==> src/rtl/mac_seq_if.sv <==
// mac_seq_if: bus between the dot-product sequencer and its datapath.
// Carries the read side of the two operand memories (shared read enable,
// one address and one data bus per memory) and the MAC operand / clear /
// accumulator signals.
//   master : sequencer side (drives mem_re, addresses, MAC operands, clear)
//   slave  : memory + MAC side (drives read data and accumulator)
interface mac_seq_if #(
    parameter int ADDR_W = 10
);
    logic              mem_re;
    logic [ADDR_W-1:0] addr_a;
    logic [ADDR_W-1:0] addr_b;
    logic [7:0]        rd_a_data;
    logic [7:0]        rd_b_data;
    logic [7:0]        mac_a;
    logic [7:0]        mac_b;
    logic              mac_clr;
    logic [25:0]       mac_acc;

    modport master (
        output mem_re, addr_a, addr_b, mac_a, mac_b, mac_clr,
        input  rd_a_data, rd_b_data, mac_acc
    );

    modport slave (
        input  mem_re, addr_a, addr_b, mac_a, mac_b, mac_clr,
        output rd_a_data, rd_b_data, mac_acc
    );
endinterface

==> src/rtl/mac_seq.sv <==
// mac_seq: sequencer for one signed dot product on an 8x8 MAC with a 26-bit
// accumulator. On start it reads len element pairs from two synchronous-read
// memories, gates the returned data into the MAC, then scales the final
// accumulator by SHIFT, saturates it to signed 8 bits and pulses done.
// Ports:
//   clk, rst_n          clock (rising edge), asynchronous active-low reset
//   start, len          job request (sampled only in IDLE) and element count
//   base_a, base_b      first addresses of vectors A and B (sampled with start)
//   bus (master)        memory read bus and MAC operand/clear/accumulator
//   result              signed saturated result, held until the next job ends
//   busy                high in every state except IDLE
//   done                one-cycle pulse, result valid in the same cycle
module mac_seq #(
    parameter int ADDR_W = 10,
    parameter int LEN_W  = 10,
    parameter int SHIFT  = 7
) (
    input  logic              clk,
    input  logic              rst_n,
    input  logic              start,
    input  logic [LEN_W-1:0]  len,
    input  logic [ADDR_W-1:0] base_a,
    input  logic [ADDR_W-1:0] base_b,
    mac_seq_if.master         bus,
    output logic [7:0]        result,
    output logic              busy,
    output logic              done
);

    typedef enum logic [1:0] {
        S_IDLE,
        S_RUN,
        S_DRAIN,
        S_DONE
    } state_t;

    state_t            state_q, state_d;
    logic [LEN_W-1:0]  idx_q, idx_d;
    logic [LEN_W-1:0]  len_q, len_d;
    logic [ADDR_W-1:0] base_a_q, base_a_d;
    logic [ADDR_W-1:0] base_b_q, base_b_d;
    logic              rd_vld_q, rd_vld_d;
    logic              done_q, done_d;
    logic [7:0]        result_q, result_d;

    logic              run;
    logic signed [25:0] acc_shifted;
    logic [7:0]        sat_val;

    // Scale and saturate the accumulator to signed 8 bits.
    always_comb begin
        acc_shifted = $signed(bus.mac_acc) >>> SHIFT;
        if (acc_shifted > 26'sd127) begin
            sat_val = 8'h7F;
        end else if (acc_shifted < -26'sd128) begin
            sat_val = 8'h80;
        end else begin
            sat_val = acc_shifted[7:0];
        end
    end

    always_comb begin
        state_d  = state_q;
        idx_d    = idx_q;
        len_d    = len_q;
        base_a_d = base_a_q;
        base_b_d = base_b_q;
        done_d   = 1'b0;
        result_d = result_q;
        case (state_q)
            S_IDLE: begin
                if (start) begin
                    len_d    = len;
                    base_a_d = base_a;
                    base_b_d = base_b;
                    idx_d    = '0;
                    // A zero-length job skips straight to capture; the
                    // accumulator is still cleared so the result is 0.
                    state_d  = (len == '0) ? S_DONE : S_RUN;
                end
            end
            S_RUN: begin
                idx_d = idx_q + LEN_W'(1);
                if (idx_q == len_q - LEN_W'(1)) begin
                    state_d = S_DRAIN;
                end
            end
            S_DRAIN: begin
                // Last read data reaches the MAC during this cycle.
                state_d = S_DONE;
            end
            S_DONE: begin
                // Accumulator now holds every product.
                result_d = sat_val;
                done_d   = 1'b1;
                state_d  = S_IDLE;
            end
            default: begin
                state_d = S_IDLE;
            end
        endcase
    end

    assign run      = (state_q == S_RUN);
    assign rd_vld_d = run;

    always_ff @(posedge clk or negedge rst_n) begin
        if (!rst_n) begin
            state_q  <= S_IDLE;
            idx_q    <= '0;
            len_q    <= '0;
            base_a_q <= '0;
            base_b_q <= '0;
            rd_vld_q <= 1'b0;
            done_q   <= 1'b0;
            result_q <= '0;
        end else begin
            state_q  <= state_d;
            idx_q    <= idx_d;
            len_q    <= len_d;
            base_a_q <= base_a_d;
            base_b_q <= base_b_d;
            rd_vld_q <= rd_vld_d;
            done_q   <= done_d;
            result_q <= result_d;
        end
    end

    // Addresses wrap naturally through the ADDR_W-bit adders.
    assign bus.mem_re  = run;
    assign bus.addr_a  = run ? (base_a_q + ADDR_W'(idx_q)) : '0;
    assign bus.addr_b  = run ? (base_b_q + ADDR_W'(idx_q)) : '0;

    // The MAC adds every cycle, so invalid cycles must contribute zero.
    assign bus.mac_a   = rd_vld_q ? bus.rd_a_data : 8'h00;
    assign bus.mac_b   = rd_vld_q ? bus.rd_b_data : 8'h00;
    assign bus.mac_clr = (state_q == S_IDLE);

    assign busy   = (state_q != S_IDLE);
    assign done   = done_q;
    assign result = result_q;

endmodule

==> src/flat_wrapper.sv <==
// flat-port wrapper written by rule: the top's interface ports become plain ports
module mac_seq_flat 
#(
    parameter int ADDR_W = 10,
    parameter int LEN_W  = 10,
    parameter int SHIFT  = 7
)
  (clk, rst_n, start, len, base_a, base_b, result, busy, done, bus_mem_re, bus_addr_a, bus_addr_b, bus_mac_a, bus_mac_b, bus_mac_clr, bus_rd_a_data, bus_rd_b_data, bus_mac_acc);
  mac_seq_if #(.ADDR_W(ADDR_W)) bus_i ();
  input  logic clk;
  input  logic rst_n;
  input  logic start;
  input  logic [LEN_W-1:0] len;
  input  logic [ADDR_W-1:0] base_a;
  input  logic [ADDR_W-1:0] base_b;
  output logic [7:0] result;
  output logic busy;
  output logic done;
  output wire logic [$bits(bus_i.mem_re)-1:0] bus_mem_re;
  output wire logic [$bits(bus_i.addr_a)-1:0] bus_addr_a;
  output wire logic [$bits(bus_i.addr_b)-1:0] bus_addr_b;
  output wire logic [$bits(bus_i.mac_a)-1:0] bus_mac_a;
  output wire logic [$bits(bus_i.mac_b)-1:0] bus_mac_b;
  output wire logic [$bits(bus_i.mac_clr)-1:0] bus_mac_clr;
  input wire logic [$bits(bus_i.rd_a_data)-1:0] bus_rd_a_data;
  input wire logic [$bits(bus_i.rd_b_data)-1:0] bus_rd_b_data;
  input wire logic [$bits(bus_i.mac_acc)-1:0] bus_mac_acc;
  assign bus_mem_re = bus_i.mem_re;
  assign bus_addr_a = bus_i.addr_a;
  assign bus_addr_b = bus_i.addr_b;
  assign bus_mac_a = bus_i.mac_a;
  assign bus_mac_b = bus_i.mac_b;
  assign bus_mac_clr = bus_i.mac_clr;
  assign bus_i.rd_a_data = bus_rd_a_data;
  assign bus_i.rd_b_data = bus_rd_b_data;
  assign bus_i.mac_acc = bus_mac_acc;
  mac_seq #(.ADDR_W(ADDR_W), .LEN_W(LEN_W), .SHIFT(SHIFT)) u_core (.clk(clk), .rst_n(rst_n), .start(start), .len(len), .base_a(base_a), .base_b(base_b), .bus(bus_i), .result(result), .busy(busy), .done(done));
endmodule
==> config.mk <==
export PLATFORM = sky130hd
export DESIGN_NAME = mac_seq_flat
export DESIGN_NICKNAME = d
export VERILOG_FILES = /design/src/rtl/mac_seq_if.sv /design/src/rtl/mac_seq.sv /design/src/flat_wrapper.sv
export SDC_FILE = /design/constraint.sdc
export NUM_CORES = 1
export LEC_CHECK = 0
export ABC_CLOCK_PERIOD_IN_PS = 8220
export CORE_MARGIN = 2
export CORE_UTILIZATION = 45
export CTS_CLUSTER_SIZE = 30
export DETAILED_ROUTE_END_ITERATION = 6
export MAX_ROUTING_LAYER = met4
export PLACE_DENSITY = 0.8
export SETUP_SLACK_MARGIN = 0.1
export SLEW_MARGIN = 30
export SYNTH_ARGS = -nofsm -noshare
export SYNTH_HDL_FRONTEND = slang
export SYNTH_SLANG_ARGS = --single-unit
==> constraint.sdc <==
create_clock -name clk -period 8.22 [get_ports clk]
set_clock_uncertainty 0.05 [all_clocks]
set_input_delay 2.055 -clock clk [delete_from_list [all_inputs] [get_ports clk]]
set_output_delay 2.055 -clock clk [all_outputs]
set_load 0.05 [all_outputs]
# Word-level counts from Yosys, hierarchy flattened
# Index checks and enable logic that the tools add are counted.
# totals
regBits	52
inputBits	75
word_cells	40
# op_classes
add_sub_neg	4
order_cmp	2
n_eq_ne	6
mux	13
n_reduce_logical	7
# ops
op	n
$mux W8	4
$mux W10	3
$add A10 B10 Y10	2
$pmux W10 S2	1
$gt A19 B8 Y1 const B	1
$lt A19 B8 Y1 const B	1
$add A10 B1 Y10 const B	1
$eq A10 B10 Y1	1
$logic_not A10 Y1	1
$sub A10 B1 Y10 const B	1
$pmux W2 S4	1
$mux W2	3
$reduce_and A2 Y1	3
$eq A2 B2 Y1 const B	2
$ne A2 B2 Y1 const B	2
$reduce_bool A2 Y1	2
$eq A2 B1 Y1 const B	1
$logic_not A2 Y1	1
$mux W1	1

# Logic depth before layout (Yosys ltp)
# depth
depth_word	4
depth_mapped	9

# Worst setup path after synthesis
# No wires, ideal clock.
# synth_timing
path_type	reg2out
startpoint	register u_core.state_q[1]
endpoint	output port bus_addr_b[9]
arrival_ns	2.834
required_ns	6.115
slack_ns	3.281
path_stages_with_launch	7
n_path_buf	2
cell_sequence	dfrtp_1 > inv_1 > ha_1 > buf_2 > clkinv_1 > clkbuf_1 > nor3b_1
# synth_between
elab_chain_cells	2
# synth_lines
item	line	rtl
start: declaration	mac_seq.sv:37	state_t state_q, state_d;
start signal: assignment	mac_seq.sv:118	state_q <= state_d;
$eq A2 B1 Y1	mac_seq.sv:104	assign run = (state_q == S_RUN);
net bus_mem_re	flat_wrapper.sv:19	output wire logic [$bits(bus_i.mem_re)-1:0] bus_mem_re;
$mux W10	mac_seq.sv:132	assign bus.addr_b = run ? (base_b_q + ADDR_W'(idx_q)) : '0;
end: declaration	flat_wrapper.sv:21	output wire logic [$bits(bus_i.addr_b)-1:0] bus_addr_b;
# The timed path passes the listed nets, and every way through them passes these cells.

# Worst setup path in the final report
# layout_timing
startpoint	register u_core.idx_q[1]
endpoint	output port bus_addr_a[7]
# layout_between
elab_chain_cells	2
# layout_lines
item	line	rtl
start: declaration	mac_seq.sv:38	logic [LEN_W-1:0] idx_q, idx_d;
start signal: assignment	mac_seq.sv:119	idx_q <= idx_d;
$add A10 B10 Y10	mac_seq.sv:131	assign bus.addr_a = run ? (base_a_q + ADDR_W'(idx_q)) : '0;
$mux W10	mac_seq.sv:131	
end: declaration	flat_wrapper.sv:20	output wire logic [$bits(bus_i.addr_a)-1:0] bus_addr_a;
# No other way between the ends.

==> reports/results.ini <==
[run_status]
outcome=complete, no violations

[cts]
cts_root_buffer=clkbuf_8
numCtsBuffers=5
hold_buffers=0
cts_tree=built
post_cts_resized=0
insertion_delay_ns=0.31
htreeDepth=2
clk_pin_slew_ns=0.10
clock_path_buffers=2
clock_sinks=52
cts_setup_buffers=0

[detailed_routing]
first_pass_iters=4
route.detailed.drc=0
drtIter0Drc=198
routedWlPerCell_um=14.84
ant_nets=0
num_vias=3247
wl_um=8872
via_per_inst=5.430

[pwr]
leakage_nw=2.096
sequentialPowerShare=0.255
powerDensity_mw_per_mm2=382.2
netSwitchingFraction=0.4938
clockPowerShare=0.101
switching_power_uw=934.0
p_total_mw=1.891
vdd_drop_max_mv=0.3062
comb_power_share=0.645
p_int_uw=957.3

[worst_setup_path]
worstPathRequired_ns=6.12
startpoint_type=flop
crit_path_end_kind=output pin
cp_common_cell=a21oi_1
crit_type=flop to output pin
crit_chain=ha_1, a21o_1, a21oi_1, o21ai_1, a2111oi_0, o31ai_1, a21oi_1, clkdlybuf4s50_1
arrival_ns=3.47
slowest_delay_ns=0.84
slowest_stage=clkdlybuf4s50_1
crit_fanout=6

[timing]
max_freq_ghz=0.1795
maxSlewHeadroom=0.5434
fin_crit_ns=5.572
grt_setup_unrepaired=no
hold_viol_final=0
finalSetupViolations=0
timing.final.crit_share=0.6779
drv_slew=0
finalSetupTns_ns=0
tightest_slew_ns=0.6848

[yosys]
syn_inst=380
seq_area_frac_synth=0.3643
async_reset_ff_frac=1.000
synth_edf_count=0
yosysWarnings=0
syn_area_mm2=0.003572
synth-main-ff-cell=dfrtp_1
ys_types=50
syn_nets=481
syn_avg_cell_area_um2=9.400
synth_seq_cells=52

[global_routing]
grt_pass1_vias=3199
grt_pass1_wl_um=14700
antenna_found_initial=0
grt_overflow_total=0
grt_util_all_layers=0.2136
grt_max_degree=53

[floorplanning]
rows=32
die-area_mm2=0.008667
initial_utilization=0.4623
core-area_mm2=0.007727
chipHeight_um=93.10
io_pins=123
fp.dieW_um=93.10

[placed_design]
dp_cells=590
hpwl_um=6747
routabilityCongestion=0.8648
port-buffer-count=115

[flow_run]
maxCapViolCount=0

[final_layout]
layout-drive-gt1-share=0.09879
insertedDiodeCount=0
nFillCells=637
nNetsFinal=596
area_growth_pct=38.53
fin_cells=598

[hold_path]
hp-class=flop to flop

==> layer usage <==
metal	up-vias	routed length (µm)	track usage
met5	-	0	-
met4	0	65	0.04779
met3	6	524	0.03707
met2	105	4534	0.3738
met1	1545	3747	0.2596
li1	1591	-	-
==> cells by family (layout without fill, tap and decap cells) <==
| logic type | after synthesis | in the layout | share of synthesized area |
|---|---|---|---|
| simple gates | 138 | 138 | 0.2112 |
| compound gates | 77 | 77 | 0.1387 |
| flops | 52 | 52 | 0.3643 |
| fa+ha+maj | 26 | 26 | 0.09527 |
| mux | 33 | 33 | 0.1033 |
| xor+xnor | 21 | 21 | 0.05149 |
| buf+inv | 33 | 149 | 0.03572 |
==> power by group through the flow <==
stage / combinational, mW / clock (mW) / sequential (mW)
6_report: 1.22 / 0.190 / 0.482
5_1_grt: 1.31 / 0.203 / 0.499
4_1_cts: 1.22 / 0.193 / 0.481
3_5_place_dp: 1.21 / 0 / 0.486
3_3_place_gp: 1.18 / 0 / 0.480
2_1_floorplan: 0.820 / 0 / 0.520
==> through the flow <==
stage	utilization	hold WS, ns	setup WS, ns	area [µm²]
4_1_cts	0.6404	0.4809	2.664	4949
6_report	0.6404	0.4798	2.648	4949
3_5_place_dp	0.6247	0.4542	2.661	4827
3_3_place_gp	0.6247	0.4403	2.665	4827
2_1_floorplan	-	0.4362	3.281	3572
5_1_grt	0.6404	0.4936	2.418	4949
==> worst max-delay path: cells and delay by family, from the launching register on <==
kind | cells | cell delay (ns)
AO/OA/AOI/OAI | 6 | 1.53
adder cells (fa/ha/maj) | 1 | 0.31
buffers and inverters | 1 | 0.84
flip-flops | 1 | 0.49
==> path summary, 6_finish.rpt <==
check | endpoint | from | slack, ns | cells after the start
min in group asynchronous | u_core.base_b_q[3] | rst_n | 1.80 | 2
hold / removal | u_core.base_a_q[8] | u_core.base_a_q[8] | 0.48 | 1
setup / recovery | bus_addr_a[7] | u_core.idx_q[1] | 2.65 | 8
hold reg to reg | u_core.base_a_q[8] | u_core.base_a_q[8] | 0.48 | 1
max in group asynchronous | u_core.len_q[8] | rst_n | 5.85 | 2
setup reg to reg | u_core.idx_q[9] | u_core.state_q[1] | 5.41 | 8
==> cell usage after synthesis (all sizes together), types with 2 or more instances <==
master / n / area, µm²
or4: 2 / 15.01
o41ai: 2 / 17.52
mux2i: 2 / 20.02
buf: 6 / 26.27
a21oi: 21 / 105.1
inv: 22 / 82.58
ha: 24 / 300.3
o21ai: 17 / 85.08
and2: 19 / 118.9
nor4b: 4 / 47.55
and3: 4 / 25.02
a2111oi: 2 / 17.52
o22ai: 7 / 43.79
nand2: 16 / 60.06
nor3: 20 / 111.4
mux2: 31 / 349.1
dfrtp: 52 / 1301
clkbuf: 4 / 15.01
a211oi: 2 / 15.01
nor2b: 10 / 62.56
a21o: 3 / 22.52
a31oi: 4 / 25.02
nor2: 32 / 120.1
nor4: 6 / 37.54
o31ai: 4 / 30.03
xor2: 11 / 96.34
xnor2: 10 / 87.58
nor3b: 2 / 15.01
nand4: 6 / 37.54
o21a: 6 / 45.04
fa: 2 / 40.04
or3: 5 / 31.28
nand2b: 5 / 31.28
nand3: 5 / 25.02
==> sequential cells by signal (all words and copies together) (netlist names) <==
signal / count
u_core.idx_q: 10
u_core.done: 1
u_core.state_q: 2
u_core.rd_vld_q: 1
u_core.base_a_q: 10
u_core.len_q: 10
u_core.result: 8
u_core.base_b_q: 10
==> cell type report <==
type | count | area (µm²) | area share
clock inverters | 2 | 38.79 | 0.007838
multi-input cells | 295 | 2143 | 0.4331
repair buffers | 118 | 1169 | 0.2362
clock buffers | 6 | 82.58 | 0.01669
well taps | 102 | 127.6 | 0.02579
inverters | 23 | 86.33 | 0.01745
flip-flops and latches | 52 | 1301 | 0.2630
==> layout by cell type (no fill, tap or decap), types with 7 or more instances in the layout <==
cell	instances
xnor2_1	10
mux2_2	31
nor2_1	32
and2_1	19
o22ai_1	7
nor2b_1	10
clkdlybuf4s50_1	114
xor2_1	11
a21oi_1	21
ha_1	24
dfrtp_1	52
inv_1	22
o21ai_0	14
nand2_1	16
nor3_1	19
Note: power is estimated with default switching activity, not from simulation.
